==> src/rtl/vend_ctrl_multi.sv <==
`default_nettype none
// ============================================================================
// Module   : vend_ctrl_multi
// Purpose  : N-item vending engine with per-item stock, low-stock surcharge,
//            credit overflow guard, cancel/refund and greedy 5/2/1 change.
// Revision : 1.0 - initial release
// ============================================================================
module vend_ctrl_multi #(
   parameter int NUM_ITEMS   = 4,
   parameter int CREDIT_W    = 8,
   parameter int STOCK_W     = 4,
   parameter int MAX_CREDIT  = 99,
   parameter int INIT_STOCK  = 5,
   parameter int LOW_STOCK   = 2,
   parameter int SURCHARGE   = 1,
   parameter int ERR_CYCLES  = 1,
   parameter int AUTO_CHANGE = 1,
   localparam int ITEM_W     = (NUM_ITEMS > 1) ? $clog2(NUM_ITEMS) : 1
) (
   input  logic                          clk,
   input  logic                          rst_n,
   input  logic                          coin_valid,
   input  logic [CREDIT_W-1:0]           coin_value,
   input  logic                          purchase,
   input  logic                          cancel,
   input  logic [ITEM_W-1:0]             item_sel,
   input  logic [NUM_ITEMS*CREDIT_W-1:0] price_vec,
   input  logic                          restock,
   input  logic [ITEM_W-1:0]             restock_item,
   input  logic                          change_ack,
   output logic [2:0]                    state,
   output logic [CREDIT_W-1:0]           credit,
   output logic                          vend_pulse,
   output logic [ITEM_W-1:0]             vend_item,
   output logic                          change_valid,
   output logic [2:0]                    change_coin,
   output logic                          coin_reject,
   output logic                          error_flag,
   output logic [1:0]                    error_code,
   output logic [STOCK_W-1:0]            stock_level
);

   localparam int ERR_CNT_W = (ERR_CYCLES > 1) ? $clog2(ERR_CYCLES) : 1;

   localparam logic [1:0] c_ERR_FUNDS   = 2'b01;
   localparam logic [1:0] c_ERR_SOLDOUT = 2'b10;

   typedef enum logic [2:0] {
      ST_IDLE   = 3'd0,
      ST_CHECK  = 3'd1,
      ST_VEND   = 3'd2,
      ST_CHANGE = 3'd3,
      ST_ERROR  = 3'd4
   } state_t;

   state_t                r_state, w_state_nxt;
   logic [CREDIT_W-1:0]   r_credit, w_credit_nxt;
   logic [ITEM_W-1:0]     r_item;
   logic [STOCK_W-1:0]    r_stock [NUM_ITEMS];
   logic                  r_coin_reject;
   logic [1:0]            r_err_code, w_err_code_nxt;
   logic [ERR_CNT_W-1:0]  r_err_cnt;

   logic [STOCK_W-1:0]    w_item_stock, w_sel_stock;
   logic [CREDIT_W-1:0]   w_base_price;
   logic [CREDIT_W:0]     w_eff_price;
   logic [CREDIT_W:0]     w_coin_sum;
   logic                  w_coin_ok;
   logic [CREDIT_W-1:0]   w_vend_credit;
   logic [CREDIT_W-1:0]   w_change_amt;
   logic [CREDIT_W-1:0]   w_change_left;
   logic [2:0]            w_change_coin;
   logic                  w_change_valid;

   // Out-of-range selections read as stock 0 / price 0, so they report sold out.
   always_comb begin
      w_item_stock = '0;
      w_sel_stock  = '0;
      w_base_price = '0;
      for (int i = 0; i < NUM_ITEMS; i++) begin
         if (r_item == ITEM_W'(i)) begin
            w_item_stock = r_stock[i];
            w_base_price = price_vec[i*CREDIT_W +: CREDIT_W];
         end
         if (item_sel == ITEM_W'(i)) begin
            w_sel_stock = r_stock[i];
         end
      end
   end

   assign w_eff_price = {1'b0, w_base_price} +
                        ((w_item_stock <= STOCK_W'(LOW_STOCK)) ? (CREDIT_W+1)'(SURCHARGE) : '0);
   assign w_coin_sum  = {1'b0, r_credit} + {1'b0, coin_value};
   assign w_coin_ok   = coin_valid && (r_state == ST_IDLE) &&
                        (w_coin_sum <= (CREDIT_W+1)'(MAX_CREDIT));
   assign w_vend_credit = r_credit - w_eff_price[CREDIT_W-1:0];

   always_comb begin
      w_change_amt  = CREDIT_W'(1);
      w_change_coin = 3'b001;
      if (r_credit >= CREDIT_W'(5)) begin
         w_change_amt  = CREDIT_W'(5);
         w_change_coin = 3'b100;
      end else if (r_credit >= CREDIT_W'(2)) begin
         w_change_amt  = CREDIT_W'(2);
         w_change_coin = 3'b010;
      end
   end

   assign w_change_left  = r_credit - w_change_amt;
   assign w_change_valid = (r_state == ST_CHANGE) && (r_credit != '0);

   always_comb begin
      w_state_nxt    = r_state;
      w_credit_nxt   = w_coin_ok ? w_coin_sum[CREDIT_W-1:0] : r_credit;
      w_err_code_nxt = r_err_code;
      case (r_state)
         ST_IDLE: begin
            if (cancel && (r_credit != '0)) begin
               w_state_nxt = ST_CHANGE;
            end else if (purchase) begin
               w_state_nxt = ST_CHECK;
            end
         end
         ST_CHECK: begin
            if (w_item_stock == '0) begin
               w_state_nxt    = ST_ERROR;
               w_err_code_nxt = c_ERR_SOLDOUT;
            end else if ({1'b0, r_credit} < w_eff_price) begin
               w_state_nxt    = ST_ERROR;
               w_err_code_nxt = c_ERR_FUNDS;
            end else begin
               w_state_nxt = ST_VEND;
            end
         end
         ST_VEND: begin
            w_credit_nxt = w_vend_credit;
            w_state_nxt  = ((AUTO_CHANGE != 0) && (w_vend_credit != '0)) ? ST_CHANGE : ST_IDLE;
         end
         ST_CHANGE: begin
            if (r_credit == '0) begin
               w_state_nxt = ST_IDLE;
            end else if (change_ack) begin
               w_credit_nxt = w_change_left;
               if (w_change_left == '0) begin
                  w_state_nxt = ST_IDLE;
               end
            end
         end
         ST_ERROR: begin
            if (r_err_cnt == ERR_CNT_W'(ERR_CYCLES - 1)) begin
               w_state_nxt = ST_IDLE;
            end
         end
         default: w_state_nxt = ST_IDLE;
      endcase
   end

   always_ff @(posedge clk or negedge rst_n) begin
      if (!rst_n) begin
         r_state       <= ST_IDLE;
         r_credit      <= '0;
         r_item        <= '0;
         r_coin_reject <= 1'b0;
         r_err_code    <= 2'b00;
         r_err_cnt     <= '0;
      end else begin
         r_state       <= w_state_nxt;
         r_credit      <= w_credit_nxt;
         r_coin_reject <= coin_valid && !w_coin_ok;
         r_err_code    <= w_err_code_nxt;
         r_err_cnt     <= (r_state == ST_ERROR) ? r_err_cnt + ERR_CNT_W'(1) : '0;
         if ((r_state == ST_IDLE) && (w_state_nxt == ST_CHECK)) begin
            r_item <= item_sel;
         end
      end
   end

   // Restock overrides a same-cycle vend decrement of the same item.
   for (genvar g = 0; g < NUM_ITEMS; g++) begin : g_stock
      always_ff @(posedge clk or negedge rst_n) begin
         if (!rst_n) begin
            r_stock[g] <= STOCK_W'(INIT_STOCK);
         end else if (restock && (restock_item == ITEM_W'(g))) begin
            r_stock[g] <= STOCK_W'(INIT_STOCK);
         end else if ((r_state == ST_VEND) && (r_item == ITEM_W'(g))) begin
            r_stock[g] <= r_stock[g] - STOCK_W'(1);
         end
      end
   end

   assign state        = r_state;
   assign credit       = r_credit;
   assign vend_pulse   = (r_state == ST_VEND);
   assign vend_item    = vend_pulse ? r_item : '0;
   assign change_valid = w_change_valid;
   assign change_coin  = w_change_valid ? w_change_coin : 3'b000;
   assign coin_reject  = r_coin_reject;
   assign error_flag   = (r_state == ST_ERROR);
   assign error_code   = error_flag ? r_err_code : 2'b00;
   assign stock_level  = w_sel_stock;

endmodule
`default_nettype wire

==> config.mk <==
export PLATFORM = sky130hd
export DESIGN_NAME = vend_ctrl_multi
export DESIGN_NICKNAME = d
export VERILOG_FILES = /design/src/rtl/vend_ctrl_multi.sv
export SDC_FILE = /design/constraint.sdc
export NUM_CORES = 1
export LEC_CHECK = 0
export BUFFER_PORTS_ARGS = -buffer_cell sky130_fd_sc_hd__buf_4
export CELL_PAD_IN_SITES_DETAIL_PLACEMENT = 1
export CELL_PAD_IN_SITES_GLOBAL_PLACEMENT = 2
export CORE_UTILIZATION = 36
export CTS_BUF_LIST = sky130_fd_sc_hd__clkbuf_16
export DETAILED_ROUTE_END_ITERATION = 10
export PLACE_DENSITY_LB_ADDON = 0.1
export SLEW_MARGIN = 10
export SYNTH_ARGS = -nofsm -noshare
export SYNTH_HDL_FRONTEND = slang
export SYNTH_SLANG_ARGS = --single-unit
export TNS_END_PERCENT = 5
==> constraint.sdc <==
create_clock -name clk -period 6.5 [get_ports clk]
set_clock_uncertainty 0.15 [all_clocks]
set_input_delay 1.625 -clock clk [delete_from_list [all_inputs] [get_ports clk]]
set_output_delay 1.625 -clock clk [all_outputs]
set_load 0.05 [all_outputs]
==> results.cfg <==
[cells_and_area]
drive_gt1_frac = 0.279
area.growth.synth_to_final_pct = 24.0
final_net_count = 534
final_common_cell = sky130_fd_sc_hd__buf_4
final-instance-count-excl-fill = 585
layout.cells.most_common_list = sky130_fd_sc_hd__buf_4 (76), sky130_fd_sc_hd__nor2_1 (36), sky130_fd_sc_hd__inv_1 (28), sky130_fd_sc_hd__ha_1 (25), sky130_fd_sc_hd__dfrtp_1 (25)
n_antenna_cell = 0

[global_routing]
antenna_violations_before_repair = 0
global_route_wire_length_before_repair_mm = 17.3
grt_remaining_overflow = 0
track_usage = 0.221
via_count_of_the_first_global_routing_pass = 3369
grt_max_degree = 34

[setup_path]
critical_path_startpoint_category = input pin
criticalPathCategory = in2reg
timing.critical_path.arrival_ps = 4690
path_max_fanout = 4
setup.worst_path.end_class = flip-flop
worst_ep_required_time_ps = 6560

[sta]
timing.max_slew.rel_slack = 0.415
max_freq_mhz = 216
timing.final.max_slew_violations = 0
final-setup-viol-count = 0
final_critical_path_required_period_ps = 4630
setup-tns-final_ps = 0
grt_setup_unrepaired = false
worst_slew_pin_slew_ps = 878
hold_ws_ps = 291
layout_setup_ws_ps = 1870
period_share = 0.712
final_hold_viol_count = 0

[floorplan]
fp.coreArea_sq_um = 9240
die-height_microns = 99.7
die_ar_sq_um = 9950
initial_utilization = 0.372
pin_count = 77
std_cell_rows = 35
die_w_microns = 99.7

[drt]
firstDrtPassIters = 4
ant_nets = 0
drc = 0
routed-via-count = 3315
routed_wl_mm = 10.6
drt_first_iter_violations = 81
drt-vias-per-instance = 5.67
routed_wire_length_per_instance_microns = 18.2

[clock_network]
post_cts_setup_buffer_count = 0
cts-buffers-inserted = 5
tritoncts_num_sinks = 33
cts_tree = yes
cts_root_buffer = sky130_fd_sc_hd__clkbuf_16
cts_resized = 0
cts_max_path_buffers = 2
post_cts_hold_buffer_count = 0
clkSlewWorstSetupHoldPaths_ps = 60
insertion_delay_ps = 280
ctsHtreeMaxLevel = 2

[synth]
yosys_most_used_dff = sky130_fd_sc_hd__dfrtp_1
post_synth_arst_share = 1.00
yosys_warnings = 0
synth_cells = 384
synth_enable_flop_cells = 0
synth_sequential_area_ratio = 0.243
synth.ff_latch_count = 33
post_synth_num_cell_types = 71
postSynthNetCount = 463
syn-cell-area_sq_um = 3440
synth_area_per_cell_sq_um = 8.95

[power]
power-per-cell-area_nw_per_um2 = 611
report.power.total_mw = 2.61
cellLeakagePower_nw = 1.81
ir_drop_mv = 0.206

[flow_run]
drv_cap = 0

[status]
run_status = finished, final reports clean

[placement]
detailedPlace.worstSlack_ps = 1600
dp_hpwl_mm = 8.51
placed_cells_incl_taps = 577
placement.io_buffers = 76
routability_cong = 0.850

[hold_path]
holdCritPathClass = reg2reg
[metrics by stage]
stage                util  area (sq um)
floorplan               -          3440
global placement    0.445          4120
detailed placement  0.445          4120
CTS                 0.461          4260
global route        0.461          4260
finish              0.461          4260
[critical path: stages]
cell and delay (ps):
sky130_fd_sc_hd__buf_4 100, sky130_fd_sc_hd__mux4_2 460, sky130_fd_sc_hd__ha_1 220, sky130_fd_sc_hd__ha_1 220
sky130_fd_sc_hd__xnor2_1 210, sky130_fd_sc_hd__ha_1 310, sky130_fd_sc_hd__o21ai_0 210, sky130_fd_sc_hd__a21oi_1 120
sky130_fd_sc_hd__or4b_2 620, sky130_fd_sc_hd__o311ai_0 200, sky130_fd_sc_hd__o2bb2ai_1 220, sky130_fd_sc_hd__a221o_1 170
[state kept, by name (all words and copies together), names as in the netlist]
name         count
r_stock         16
r_item           2
r_err_cnt        1
state            3
credit           8
coin_reject      1
r_err_code       2
[metal layers]
layer,routed length [microns],vias up,global-route usage
met4,181,0,0.0724
li1,-,1588,-
met2,4750,84,0.352
met5,0,-,0
met1,5230,1631,0.311
met3,462,12,0.0281
[report_power, final]
part / switching, mW / internal, mW
combinational: 1.11 / 0.760
sequential: 0.201 / 0.304
clock: 0.0935 / 0.142
total: 1.40 / 1.21
[path summary, 6_finish.rpt]
kind | start | end | slack [ps] | cells after the start
worst max register to register | r_item[0] | state[1] | 2110 | 14
worst max-delay path | price_vec[24] | credit[5] | 1870 | 12
worst min-delay path | r_err_cnt | r_err_cnt | 290 | 1
min in group asynchronous | rst_n | coin_reject | 1140 | 1
max in group asynchronous | rst_n | r_stock[14] | 4720 | 1
worst min register to register | r_err_cnt | r_err_cnt | 290 | 1
[synth_stat cells (all sizes together), types with 2 or more instances]
master,n,area (sq um)
nand2b,8,50.1
o311ai,8,85.1
o221ai,5,43.8
o2111ai,2,35.0
and2,7,45.1
a21oi,20,100
xor2,10,87.6
o31ai,3,27.5
dfstp,8,210
o21a,4,30.0
a2111oi,2,36.3
nand3b,3,22.5
a221oi,2,17.5
mux2,2,22.5
nor2,36,135
nor3b,7,52.6
nand2,18,67.6
o211ai,5,37.5
nor2b,9,56.3
ha,25,313
mux4,14,315
nor4,6,37.5
a211oi,3,35.0
nand3,19,95.1
o21ai,21,109
nor3,7,35.0
inv,28,105
xnor2,16,140
buf,3,20.0
or2,9,56.3
and3,4,25.0
a22oi,2,15.0
dfrtp,25,626
a31oi,2,12.5
clkbuf,9,33.8
fa,3,60.1
or4,3,23.8
or3,5,31.3
[area by class of cell]
class | count | area, sq um
multi-input combinational | 311 | 2440
clock buffer | 5 | 125
sequential | 33 | 836
fill | 1109 | 4980
timing repair buffer | 76 | 571
tap | 129 | 161
inverter | 28 | 105
clock inverter | 3 | 22.5
[kinds of logic after synthesis]
kind of cell | count (synthesis) | synth area share
AO/OA/AOI/OAI | 93 | 0.206
XOR/XNOR | 26 | 0.0662
adder cells (fa/ha/maj) | 28 | 0.108
buffers and inverters | 40 | 0.0462
flip-flops | 33 | 0.243
multiplexers | 17 | 0.101
AND/OR/NAND/NOR | 147 | 0.229
No activity file was read; power rests on OpenSTA's default activity.
